$ cat config.mk
export PLATFORM = sky130hd
export DESIGN_NAME = sprite_blitter
export DESIGN_NICKNAME = d
export VERILOG_FILES = /design/src/rtl/sprite_blitter.sv
export SDC_FILE = /design/constraint.sdc
export NUM_CORES = 1
export LEC_CHECK = 0
export BUFFER_PORTS_ARGS = -buffer_cell sky130_fd_sc_hd__buf_4
export CAP_MARGIN = 15
export CELL_PAD_IN_SITES_DETAIL_PLACEMENT = 0
export CELL_PAD_IN_SITES_GLOBAL_PLACEMENT = 1
export CORE_ASPECT_RATIO = 0.7
export CORE_MARGIN = 2
export CORE_UTILIZATION = 40
export CTS_CLUSTER_DIAMETER = 30
export DETAILED_ROUTE_END_ITERATION = 7
export MAX_ROUTING_LAYER = met4
export PLACE_DENSITY = 0.85
export SYNTH_ARGS = -nofsm -noshare
export SYNTH_HDL_FRONTEND = slang
export SYNTH_SLANG_ARGS = --single-unit
export TNS_END_PERCENT = 20
$ cat constraint.sdc
create_clock -name CLOCK_50 -period 2.1 [get_ports CLOCK_50]
set_clock_uncertainty 0.2 [all_clocks]
set_input_delay 0 -clock CLOCK_50 [delete_from_list [all_inputs] [get_ports CLOCK_50]]
set_output_delay 0 -clock CLOCK_50 [all_outputs]
set_load 0.05 [all_outputs]
$ cat src/rtl/sprite_blitter.sv
// sprite_blitter: streams a SPR_W x SPR_H colour ROM to the VGA adapter at (x0,y0),
// clipping at the screen edges and optionally skipping a transparent colour key.
module sprite_blitter #(
  parameter int X_W = 8,
  parameter int Y_W = 7,
  parameter int SCR_W = 160,
  parameter int SCR_H = 120,
  parameter int SPR_W = 160,
  parameter int SPR_H = 120,
  parameter int ADDR_W = 15,
  parameter int COLOR_W = 3,
  parameter int ROM_LAT = 1,
  parameter bit KEY_EN = 1'b0,
  parameter logic [COLOR_W-1:0] KEY_COLOR = '0
) (
  input  logic               CLOCK_50,
  input  logic               Resetn,
  input  logic               start,
  input  logic               abort,
  input  logic [X_W-1:0]     x0,
  input  logic [Y_W-1:0]     y0,
  input  logic [1:0]         src_sel,
  output logic [ADDR_W-1:0]  rom_addr,
  output logic [1:0]         rom_sel,
  input  logic [COLOR_W-1:0] rom_data,
  output logic [X_W-1:0]     vga_x,
  output logic [Y_W-1:0]     vga_y,
  output logic [COLOR_W-1:0] vga_colour,
  output logic               plot,
  output logic               busy,
  output logic               done
);
  typedef enum logic [1:0] {IDLE, SCAN, DRAIN, DONE} state_t;
  localparam logic [X_W-1:0] SX_LAST = X_W'(SPR_W - 1);
  localparam logic [Y_W-1:0] SY_LAST = Y_W'(SPR_H - 1);
  localparam logic [X_W:0] X_LIM = (X_W+1)'(SCR_W);
  localparam logic [Y_W:0] Y_LIM = (Y_W+1)'(SCR_H);
  state_t state, state_n;
  logic [X_W-1:0] sx, ox;
  logic [Y_W-1:0] sy, oy;
  logic [ROM_LAT-1:0] dv;
  logic [X_W:0] dx [ROM_LAT];
  logic [Y_W:0] dy [ROM_LAT];
  logic issue, last, drained, vis;
  assign issue = state == SCAN && !abort;
  assign last = sx == SX_LAST && sy == SY_LAST;
  assign drained = dv == '0;
  // the tag leaving the delay line lines up with rom_data for the same address
  assign vis = dv[ROM_LAT-1] && dx[ROM_LAT-1] < X_LIM && dy[ROM_LAT-1] < Y_LIM &&
               !(KEY_EN && rom_data == KEY_COLOR);
  assign busy = state != IDLE;
  assign done = state == DONE;
  always_comb begin
    state_n = state;
    case (state)
      IDLE:    state_n = start ? SCAN : IDLE;
      SCAN:    state_n = (abort || last) ? DRAIN : SCAN;
      DRAIN:   state_n = drained ? DONE : DRAIN;
      default: state_n = IDLE;
    endcase
  end
  always_ff @(posedge CLOCK_50 or negedge Resetn)
    if (!Resetn) begin
      state <= IDLE;
      sx <= '0;
      sy <= '0;
      ox <= '0;
      oy <= '0;
      rom_addr <= '0;
      rom_sel <= '0;
      dv <= '0;
      vga_x <= '0;
      vga_y <= '0;
      vga_colour <= '0;
      plot <= 1'b0;
    end else begin
      state <= state_n;
      dv <= ROM_LAT'({dv, issue});
      plot <= vis;
      if (state == IDLE && start) begin
        sx <= '0;
        sy <= '0;
        ox <= x0;
        oy <= y0;
        rom_sel <= src_sel;
        rom_addr <= '0;
      end else if (issue) begin
        sx <= sx == SX_LAST ? '0 : sx + X_W'(1);
        sy <= sx == SX_LAST ? sy + Y_W'(1) : sy;
        rom_addr <= rom_addr + ADDR_W'(1);
      end
      if (vis) begin
        vga_x <= dx[ROM_LAT-1][X_W-1:0];
        vga_y <= dy[ROM_LAT-1][Y_W-1:0];
        vga_colour <= rom_data;
      end
    end
  // one bit wider than the screen so coordinates past the edge clip instead of wrapping
  always_ff @(posedge CLOCK_50) begin
    dx[0] <= {1'b0, sx} + {1'b0, ox};
    dy[0] <= {1'b0, sy} + {1'b0, oy};
    for (int i = 1; i < ROM_LAT; i++) begin
      dx[i] <= dx[i-1];
      dy[i] <= dy[i-1];
    end
  end
endmodule

==> results.tsv <==
metric	value	unit
status	complete, no violations	
internal_power	0.00427	W
arrival	2.06	ns
slowest_stage	fa_1	
swShare	38.0	%
synth_cells	375	
synth_seq_cells	86	
syn_avg_cell_area	10.5	um2
first_iter_violations	143	
setup_viol	0	
diodes	0	
numPlacedInstances	571	
rows	30	
io_pins	62	
pre_cts_slack	0.0115	ns
grtUsageTotal	18.3	%
clkTransAtPathRegs	0.06	ns
leakagePower	2.58	nW
htreeDepth	3	
clock_sinks	86	
dieArea	10700	um2
nets	521	
grt_start_max_net_pins	70	
start_kind	flop	
seq_power_share	36.2	%
clock_path_buffers	2	
insertion_delay	0.34	ns
power_density	1310	nW/um2
slew_headroom	34.4	%
tns	0	ns
drv_cap	0	
drv_slew	0	
first_pass_iters	4	
grt_pass1_vias	2960	
yosysTopAreaCell	dfrtp_1	
worstSetupEndpointType	flop	
io_buffers	61	
drive_gt1_share	27.0	%
synthTopCellsByArea	dfrtp_1 44%, dfxtp_1 8.6%, nand2_1 7.0%	
via_count	3033	
rsz0062_at_grt	true	
cts_tree	built	
p_comb_share	39.1	%
syn_area	3940	um2
dominantRegCellSynth	dfrtp_1	
routabilityCongestion	0.838	
path_cells	ha_1 -> fa_1 -> a21o_1 -> a21oi_1 -> or4b_2 -> o2111ai_1	
yosysWarnings	0	
worst-path-max-fanout	3	
cts_setup_buffers	0	
required	2.11	ns
synth-edff-count	0	
area.growth.synth_to_final	33.4	%
path_class	reg2reg	
synth_top_area_share	43.8	%
die_h	87.0	um
viasPerCell	4.97	
multi_input_area	1830	um2
n_fill_cell	828	
peakVddDrop	0.583	mV
seq_area	2070	um2
yosys.cell_types.count	52	
synthArstFlopShare	80.2	%
slowest_delay	0.41	ns
synth_seq_area_share	52.5	%
instances_no_fill	610	
initial_core_util	40.8	%
cts_made_buffers	9	
chipWidth	123	um
root_buffer	clkbuf_16	
hold_viol	0	
fin_crit	2.04	ns
timing.final.crit_share	97.3	%
routed_wirelength	8700	um
antenna_found_initial	0	
coreArea	9650	um2
clkPwrFrac	24.7	%
syn_nets	419	
switching_power	0.00262	W
worst_pin_slew	0.984	ns
fin_ws	0.0561	ns
ant_nets	0	
overflow	0	
grt_pass1_wl	14500	um
max_freq	489	MHz
dp_hpwl	5970	um
wire_per_inst	14.3	um
hold_slack	0.125	ns
drc	0	
hold_path_class	in2async	
==> cell usage in the layout (no fill, tap or decap), types with 3 or more instances in the layout <==
master and n:
ha_1 16, and3_1 6, dfxtp_1 17, o211ai_1 4, clkbuf_1 3, dfrtp_1 69, o21ai_0 9, or3_1 5
nand4_1 10, a21oi_1 12, buf_4 79, nand2_1 73, nand3_1 8, clkbuf_16 9, a31oi_1 3, nor2_1 24
a21o_1 3, mux2_2 17, xor2_1 15, nor3_1 3, dlygate4sd3_1 23, inv_1 11, xnor2_1 11, nor2_2 3
mux2i_1 3
==> kinds of logic (layout without fill, tap and decap cells) <==
family | count (synthesis) | after routing | share of synthesized area, %
multiplexers | 20 | 20 | 5.62
AO/OA/AOI/OAI | 48 | 48 | 8.13
adder cells (fa/ha/maj) | 20 | 20 | 6.73
flip-flops | 86 | 86 | 52.5
AND/OR/NAND/NOR | 151 | 151 | 18.6
buffers and inverters | 24 | 131 | 2.64
XOR/XNOR | 26 | 26 | 5.78
==> synthesized netlist by cell type (2+ instances only) <==
cell,instances
o211ai_1,4
clkbuf_1,8
a41o_1,2
and4_1,2
nor3_1,3
fa_1,2
nand2_1,73
o21bai_1,2
and3_1,6
o2111ai_1,2
xor2_1,15
o21ai_0,9
o41a_1,2
buf_2,2
ha_1,18
dfrtp_1,69
nor2_2,2
and2_1,2
a21o_1,3
nor4_1,2
nand3_1,9
dfxtp_1,17
or3_1,6
mux2i_1,3
xnor2_1,11
inv_1,11
a31oi_1,3
nand4_1,10
a21oi_1,14
mux2_2,17
nor2_1,25
==> state kept, by name, summed over array words and instances, names as in the netlist <==
name,cells
dv,1
dx,9
dy,8
ox,8
oy,7
plot,1
rom_addr,15
rom_sel,2
state,2
sx,8
sy,7
vga_colour,3
vga_x,8
vga_y,7
==> layer usage <==
metal  vias to the layer above  GRT usage (%)  part of all wire [%]
met2                        56           27.2                    45
met1                      1458           24.2                    50
li1                       1507              -                     -
met5                         -              -                     0
met4                         0           4.91                   1.1
met3                        12           6.09                   4.2
==> critical path: cells and delay by family (launching register included) <==
| kind | cells | cell delay (ns) |
|---|---|---|
| flip-flops | 1 | 0.38 |
| AND/OR/NAND/NOR | 1 | 0.18 |
| adder cells (fa/ha/maj) | 2 | 0.63 |
| AO/OA/AOI/OAI | 3 | 0.53 |
==> power groups by stage <==
stage | Combinational (W) | Sequential (W) | Clock [W]
2_1_floorplan | 0.00114 | 0.00318 | 0
3_3_place_gp | 0.00260 | 0.00250 | 0
3_5_place_dp | 0.00265 | 0.00252 | 0
4_1_cts | 0.00270 | 0.00250 | 0.00175
5_1_grt | 0.00293 | 0.00257 | 0.00182
6_report | 0.00269 | 0.00250 | 0.00170
==> final timing paths <==
| kind | slack [ns] | end | startpoint | cells past startpoint |
|---|---|---|---|---|
| setup reg to reg | 0.06 | dy[0][6] | sy[0] | 6 |
| max in group asynchronous | 0.99 | oy[4] | Resetn | 2 |
| hold reg to reg | 0.26 | vga_x[2] | dx[0][2] | 1 |
| hold / removal | 0.12 | vga_x[5] | Resetn | 2 |
| setup / recovery | 0.06 | dy[0][6] | sy[0] | 6 |
| min in group CLOCK_50 | 0.19 | oy[2] | y0[2] | 4 |
==> per-stage QoR <==
step,cell area (um2),util (%),total power (W)
finish,5250,54.5,0.00689
global route,5250,54.5,0.00731
CTS,5210,54.0,0.00694
detailed placement,4650,48.2,0.00517
global placement,4650,48.2,0.00510
floorplan,3950,-,0.00431
==> layout make-up <==
| type | count | area share, % |
|---|---|---|
| Clock inverter | 3 | 1.29 |
| Timing Repair Buffer | 103 | 15.9 |
| Inverter | 12 | 0.857 |
| Sequential cell | 86 | 39.3 |
| Clock buffer | 13 | 4.76 |
| Multi-Input combinational cell | 265 | 34.8 |
| Tap cell | 128 | 3.05 |
==> what timing repair did <==
| item | in CTS | in global routing |
|---|---|---|
| hold endpoints to repair | 99 | 0 |
| setup endpoints to repair | 3 | 10 |
| hold buffers | 23 | 0 |
| pin swaps | 0 | 2 |
| gates resized for setup | 2 | 8 |
Note: power is estimated with default switching activity, not from simulation.
